--- src/rtl/key_sw_io.sv ---
// key_sw_io: memory-mapped push-button / slide-switch input device.
// Two-flop synchronizers, per-group debounce, ready/overrun status per group.
// Optional build macro KEY_SW_IO_IRQ_EN adds a registered irq output and the
// read/write ie bit (bit8) in each control register.
module key_sw_io #(
  parameter int unsigned      DBITS           = 32,
  parameter int unsigned      KEY_BITS        = 4,
  parameter int unsigned      SW_BITS         = 10,
  parameter int unsigned      DEBOUNCE_CYCLES = 500000,
  parameter int unsigned      CNT_BITS        = 20,
  parameter logic [DBITS-1:0] ADDR_KDATA      = 32'hF0000010,
  parameter logic [DBITS-1:0] ADDR_SDATA      = 32'hF0000014,
  parameter logic [DBITS-1:0] ADDR_KCTRL      = 32'hF0000110,
  parameter logic [DBITS-1:0] ADDR_SCTRL      = 32'hF0000114
) (
  input  logic                clk,
  input  logic                reset,
  input  logic [KEY_BITS-1:0] key_n,
  input  logic [SW_BITS-1:0]  sw,
  input  logic [DBITS-1:0]    addr,
  input  logic                re,
  input  logic                we,
  input  logic [DBITS-1:0]    wdata,
`ifdef KEY_SW_IO_IRQ_EN
  output logic                irq,
`endif
  output logic [DBITS-1:0]    rdata,
  output logic                sel
);

  localparam logic [CNT_BITS-1:0] CNT_LAST = CNT_BITS'(DEBOUNCE_CYCLES - 1);

  // Synchronizer and previous-sample stages (key path stored as 1 = pressed)
  logic [KEY_BITS-1:0] key_s1, key_s2, key_prev, key_deb;
  logic [SW_BITS-1:0]  sw_s1, sw_s2, sw_prev, sw_deb;
  logic [CNT_BITS-1:0] key_cnt, sw_cnt;

  // Status bits
  logic key_ready, key_ovr, sw_ready, sw_ovr;
`ifdef KEY_SW_IO_IRQ_EN
  logic key_ie, sw_ie;
`endif

  // Address decode and per-register strobes
  logic hit_kdata, hit_sdata, hit_kctrl, hit_sctrl;
  logic key_inc, sw_inc, key_upd, sw_upd;
  logic key_rd_clr, sw_rd_clr, kctrl_wr, sctrl_wr;
  logic unused_wdata;

  assign hit_kdata = (addr == ADDR_KDATA);
  assign hit_sdata = (addr == ADDR_SDATA);
  assign hit_kctrl = (addr == ADDR_KCTRL);
  assign hit_sctrl = (addr == ADDR_SCTRL);
  assign sel       = hit_kdata | hit_sdata | hit_kctrl | hit_sctrl;

  // Count only while the synchronized value is stable and differs from deb
  assign key_inc = (key_s2 == key_prev) && (key_s2 != key_deb);
  assign sw_inc  = (sw_s2 == sw_prev) && (sw_s2 != sw_deb);
  assign key_upd = key_inc && (key_cnt == CNT_LAST);
  assign sw_upd  = sw_inc && (sw_cnt == CNT_LAST);

  assign key_rd_clr = re & hit_kdata;
  assign sw_rd_clr  = re & hit_sdata;
  assign kctrl_wr   = we & hit_kctrl;
  assign sctrl_wr   = we & hit_sctrl;

  // Only bits 2 and 8 of wdata are meaningful
  assign unused_wdata = ^wdata;

  // Combinational read mux; unmapped addresses read zero
  always_comb begin
    rdata = '0;
    if (hit_kdata) begin
      rdata = DBITS'(key_deb);
    end else if (hit_sdata) begin
      rdata = DBITS'(sw_deb);
    end else if (hit_kctrl) begin
      rdata[0] = key_ready;
      rdata[2] = key_ovr;
`ifdef KEY_SW_IO_IRQ_EN
      rdata[8] = key_ie;
`endif
    end else if (hit_sctrl) begin
      rdata[0] = sw_ready;
      rdata[2] = sw_ovr;
`ifdef KEY_SW_IO_IRQ_EN
      rdata[8] = sw_ie;
`endif
    end
  end

  // Synchronizers and debounce counters for both groups
  always_ff @(posedge clk) begin
    if (reset) begin
      key_s1   <= '0;
      key_s2   <= '0;
      key_prev <= '0;
      key_deb  <= '0;
      key_cnt  <= '0;
      sw_s1    <= '0;
      sw_s2    <= '0;
      sw_prev  <= '0;
      sw_deb   <= '0;
      sw_cnt   <= '0;
    end else begin
      key_s1   <= ~key_n;
      key_s2   <= key_s1;
      key_prev <= key_s2;
      sw_s1    <= sw;
      sw_s2    <= sw_s1;
      sw_prev  <= sw_s2;

      if (key_upd) begin
        key_deb <= key_s2;
        key_cnt <= '0;
      end else if (key_inc) begin
        key_cnt <= key_cnt + CNT_BITS'(1);
      end else begin
        key_cnt <= '0;
      end

      if (sw_upd) begin
        sw_deb <= sw_s2;
        sw_cnt <= '0;
      end else if (sw_inc) begin
        sw_cnt <= sw_cnt + CNT_BITS'(1);
      end else begin
        sw_cnt <= '0;
      end
    end
  end

  // Ready/overrun status; a new update beats a clearing read or write
  always_ff @(posedge clk) begin
    if (reset) begin
      key_ready <= 1'b0;
      key_ovr   <= 1'b0;
      sw_ready  <= 1'b0;
      sw_ovr    <= 1'b0;
    end else begin
      if (key_upd)         key_ready <= 1'b1;
      else if (key_rd_clr) key_ready <= 1'b0;

      if (key_upd && key_ready && !key_rd_clr) key_ovr <= 1'b1;
      else if (kctrl_wr && !wdata[2])          key_ovr <= 1'b0;

      if (sw_upd)         sw_ready <= 1'b1;
      else if (sw_rd_clr) sw_ready <= 1'b0;

      if (sw_upd && sw_ready && !sw_rd_clr) sw_ovr <= 1'b1;
      else if (sctrl_wr && !wdata[2])       sw_ovr <= 1'b0;
    end
  end

`ifdef KEY_SW_IO_IRQ_EN
  // Interrupt enables and registered interrupt request
  always_ff @(posedge clk) begin
    if (reset) begin
      key_ie <= 1'b0;
      sw_ie  <= 1'b0;
      irq    <= 1'b0;
    end else begin
      if (kctrl_wr) key_ie <= wdata[8];
      if (sctrl_wr) sw_ie  <= wdata[8];
      irq <= (key_ready & key_ie) | (sw_ready & sw_ie);
    end
  end
`endif

endmodule
--- config.mk ---
export PLATFORM = sky130hd
export DESIGN_NAME = key_sw_io
export DESIGN_NICKNAME = d
export VERILOG_FILES = /design/src/rtl/key_sw_io.sv
export SDC_FILE = /design/constraint.sdc
export NUM_CORES = 1
export LEC_CHECK = 0
export CELL_PAD_IN_SITES_DETAIL_PLACEMENT = 1
export CELL_PAD_IN_SITES_GLOBAL_PLACEMENT = 1
export CORE_ASPECT_RATIO = 1.4
export CORE_MARGIN = 8
export CORE_UTILIZATION = 33
export DETAILED_ROUTE_END_ITERATION = 16
export PLACE_DENSITY_LB_ADDON = 0.2
export SYNTH_ARGS = -nofsm -noshare
export SYNTH_HDL_FRONTEND = slang
export SYNTH_SLANG_ARGS = --single-unit
--- constraint.sdc ---
create_clock -name clk -period 2.2 [get_ports clk]
set_clock_uncertainty 0.2 [all_clocks]
set_input_delay 0.33 -clock clk [delete_from_list [all_inputs] [get_ports clk]]
set_output_delay 0.33 -clock clk [all_outputs]
set_load 0.05 [all_outputs]
# Yosys cells after proc, flatten, opt, wreduce, memory -nomap -nowiden
# Cells that the tools add are included.
# W data, S select, Z words.
[totals]
out_inout_bits = 33
ff_bits = 100
wordCells = 72
[classes]
n_addsub = 2
reduce_logical = 19
n_eq_ne = 10
bitwise = 10
n_mux = 17
[ops]
columns = ["operator", "count"]
rows = [
  ["$eq A32 B32 Y1 const B", 4],
  ["$add A20 B1 Y20 const B", 2],
  ["$eq A20 B19 Y1 const B", 2],
  ["$mux W1", 15],
  ["$eq A10 B10 Y1", 1],
  ["$logic_and A1 B1 Y1", 10],
  ["$mux W10", 1],
  ["$ne A10 B10 Y1", 1],
  ["$reduce_bool A2 Y1", 4],
  ["$mux W7", 1],
  ["$reduce_or A3 Y1", 2],
  ["$and A1 B1 Y1", 4],
  ["$eq A4 B4 Y1", 1],
  ["$ne A4 B4 Y1", 1],
  ["$not A4 Y4", 1],
  ["$logic_not A1 Y1", 3],
  ["$or A1 B1 Y1", 3],
  ["$not A1 Y1", 2],
]

# Longest topological paths before layout
[logic_depth]
depth_word = 6
mapped_depth = 7
mapped_depth_nobuf = 6

# Least setup slack after synthesis
# No wires, ideal clock.
[synth_path]
path_type = "input port to output port"
start = "input addr[25]"
end = "output rdata[1]"
setup_slack_ns = -0.852
n_path_buf = 0
required_time_ns = 1.670
t_arrival_ns = 2.522
cell_stages = 4
cell_sequence = "or4b_4 nor4_4 nand4_4 nor3_1"
[synth_between]
elab_chain_cells = 3
word_cells_on_any_way = 4
cone_classes = "eq/ne: 2; mux: 2"
[synth_lines]
columns = ["element", "line", "rtl"]
rows = [
  ["from (decl)", "20", "input logic [DBITS-1:0] addr,"],
  ["$eq A32 B32 Y1", "51", "assign hit_sdata = (addr == ADDR_SDATA);"],
  ["$mux W1", "75", "end else if (hit_sdata) begin"],
  ["$mux W10 (*)", "73", "if (hit_kdata) begin"],
  ["to (decl)", "27", "output logic [DBITS-1:0] rdata,"],
]
# Mark *: on every way between the ends. The rest lies on a longest branch, timed or not.

# Final worst setup path
[layout_path]
start = "input addr[18]"
end = "output rdata[1]"
# Same word-level chain as after synthesis.

==> results.toml <==
[hold_path]
hp-class = "input port to register"

[logic_synthesis]
syn_inst = 440
synth_fa_ha_area_share_pct = 0.580
synth.area.top_cells = "dfxtp_1 (46%), xor2_1 (7.7%), nor2b_1 (7.4%), xnor2_1 (5.3%), nor2_1 (4.8%)"
yosys.area_share.xor_xnor_pct = 13.0
synth-seq-cells = 100
synth_compound_area_share_pct = 1.48
yosys_warnings = 0
yosysTopAreaCellShare_pct = 46.4
syn_area_um2 = 4310
synthMuxAreaShare_pct = 5.75
synth_top_family_by_area = "simple AND/OR/NAND/NOR gates"
yosysTopAreaCell = "dfxtp_1"
seq_area_frac_synth_pct = 46.4
ys_types = 39
synthSimpleGateAreaFrac_pct = 26.8
avgSynthCellArea_um2 = 9.80

[timing]
tns_ns = -4.11
maxSlewHeadroom_pct = 60.3
hold_ws_ns = 0.196
drv_slew = 0
final-setup-viol-count = 34
worst_pin_slew_ns = 0.596
fmax_mhz = 392
period_share_pct = 116
fin_ws_ns = -0.349
hold_viol = 0
period_needed_ns = 2.55
rsz0062_at_grt = "true"

[place]
dp.cells = 677
pre_cts_slack_ns = -0.791
port_buffers = 61
hpwlAfterDp_mm = 7.75
gp_congestion = 0.805

[global_route]
antenna_found_initial = 0
grt_usage_pct = 12.6
grt_max_degree = 61
grt_pass1_wl_mm = 17.4
gr-total-overflow = 0
first_global_vias = 3613

[pwr]
p_per_area_nw_per_um2 = 630
power_mw = 3.79
peakVddDrop_v = 0.000440
leakagePower_nw = 2.36

[drt]
drc = 0
wl_per_cell_um = 15.3
num_vias = 3307
vias_per_cell = 4.72
drt_wl_total_mm = 10.7
firstDrtPassIters = 3
drt-initial-drc-count = 72
ant_nets = 0

[worst_setup_path]
crit_type = "input port to output port"
path_buf_inv = 3
crit_path_start_kind = "input port"
cp_cell_sequence = "clkbuf_2 -> or4_4 -> nor4_4 -> nand4_4 -> buf_4 -> nor3_4 -> buf_12"
cpPeakStageDelay_ns = 0.54
cpMaxStageDelayCell = "or4_4"
endpoint_kind = "output port"
cp_top_family = "simple AND/OR/NAND/NOR gates"
cp.required_ns = 1.67
crit_fanout = 9
cp.arrival_ns = 2.02

[status]
status = "finished with violations"
violations = "negative setup slack"

[die]
die_width_um = 113
die-area_um2 = 17000
boundaryPins = 115
fp-row-count = 49
die_y_um = 151
start_util_pct = 33.6
core_area_um2 = 12800

[cts]
clock_sinks = 100
htree_num_levels = 3
root_buffer = "clkbuf_16"
cts_tree = "yes"
clock_path_buffers = 2
cts_hold_buf = 0
cts_inserted_buffers = 9
insertion_delay_ns = 0.34
clk_pin_slew_worst_paths_ns = 0.07

[final_layout]
fillers = 1422
finalNonFillerCells = 700
syn_to_final_growth_pct = 39.6
nets = 626
drive_above_1_share_pct = 26.5
antennaDiodeCount = 0

[run]
drv_cap = 0
-- power breakdown --
group / leakage [nW] / total (mW) / internal [mW] / switching, mW
logic: 1.39 / 0.338 / 0.140 / 0.197
clock network: 0.146 / 1.59 / 0.917 / 0.675
registers: 0.816 / 1.86 / 1.84 / 0.0204
-- kinds of logic after synthesis --
| logic type | count (synthesis) |
|---|---|
| adders and majority gates | 2 |
| muxes | 18 |
| and+or+nand+nor | 202 |
| AOI/OAI and AO/OA | 10 |
| other | 1 |
| DFF | 100 |
| xor gates and xnor gates | 64 |
| buffers and inverters | 43 |
-- cell usage after synthesis (all sizes together) --
cell    instances
xnor2          26
dfxtp         100
o22ai           1
nor2           55
or2             1
o41ai           2
a21oi           3
nand2          17
mux2           10
clkbuf         12
nand4          16
or3             4
mux4            2
or4b            1
nor4            9
nand3          13
and4            6
and3            4
o21ai           2
xor2           38
buf            23
inv             8
o211ai          2
nor2b          51
or4             5
conb            1
and2            6
nand4b          2
mux2i           6
and4b           1
ha              2
nor4b           3
nor3            8
-- flip-flops by register name (all words and copies together) (netlist names) --
name       flops
sw_prev       10
sw_s1         10
sw_deb        10
sw_ready       1
key_ovr        1
key_s1         4
sw_ovr         1
key_deb        4
key_prev       4
sw_cnt        20
key_cnt       20
sw_s2         10
key_s2         4
key_ready      1
-- final timing paths --
| path | start | endpoint | slack [ns] | depth (start not counted) |
|---|---|---|---|---|
| worst max-delay path | addr[18] | rdata[1] | -0.35 | 7 |
| worst min-delay path | reset | sw_ovr$_SDFFE_PP0P_ | 0.20 | 4 |
| worst max register to register | sw_s2[0]$_SDFF_PP0_ | sw_cnt[2]$_SDFF_PP0_ | -0.05 | 6 |
| worst min register to register | sw_s1[0]$_SDFF_PP0_ | sw_s2[0]$_SDFF_PP0_ | 0.24 | 1 |
-- worst register-to-register path, cell delays in order, from the launching register on --
cell	delay, ns
dfxtp_4	0.36
xor2_2	0.18
nor4_2	0.34
nand2_1	0.20
or4_4	0.60
clkbuf_16	0.21
nor2_4	0.09
-- routing by layer --
layer	wire length, um	track usage, %
met5	0	0
met4	242	5.48
met3	461	2.99
met2	5610	23.1
met1	4380	13.5
-- cell usage in the layout (no fill, tap or decap), types with 3 or more instances in the layout --
master / netlist / layout
or3_4: 1 / 3
nor2_4: 0 / 17
nor4_4: 2 / 3
nand3_1: 13 / 13
nor2b_1: 51 / 49
conb_1: 1 / 22
dlygate4sd2_1: 0 / 14
nor3_1: 7 / 5
clkdlybuf4s50_1: 0 / 25
or4_4: 0 / 5
nor4b_1: 3 / 3
nor2_1: 55 / 36
dfxtp_1: 100 / 95
buf_12: 0 / 12
dfxtp_2: 0 / 3
buf_6: 1 / 5
nor4_2: 0 / 4
mux2i_1: 6 / 6
clkbuf_2: 0 / 3
clkbuf_16: 0 / 11
nand2_1: 17 / 17
nand4_1: 15 / 15
nor3_4: 0 / 3
xnor2_1: 26 / 26
xor2_1: 38 / 37
and4_1: 6 / 6
and3_1: 4 / 4
buf_2: 0 / 3
mux2_4: 8 / 10
inv_1: 8 / 8
buf_4: 22 / 37
clkdlybuf4s15_1: 0 / 3
and2_4: 0 / 6
-- through the flow --
step	area, um^2	util, %
2_1_floorplan	4460	-
3_3_place_gp	5420	42.3
3_5_place_dp	5420	42.3
4_1_cts	5750	44.9
5_1_grt	6020	47.0
6_report	6020	47.0
-- what timing repair did --
item	4_1_cts	5_1_grt
buffers inserted	2	2
endpoints found under the setup margin	25	44
cloned	1	3
gates resized for setup	48	58
pin swaps	13	24
-- layout make-up --
| type | count | area [um^2] | area share [%] |
|---|---|---|---|
| inverter | 8 | 30.0 | 0.499 |
| sequential | 100 | 2010 | 33.4 |
| timing repair buffer | 104 | 1060 | 17.6 |
| clock inverter | 5 | 60.1 | 0.998 |
| tap | 153 | 191 | 3.18 |
| multi-input combinational | 319 | 2420 | 40.3 |
| clock buffer | 11 | 243 | 4.03 |
Power figures use the tool's default switching activity.
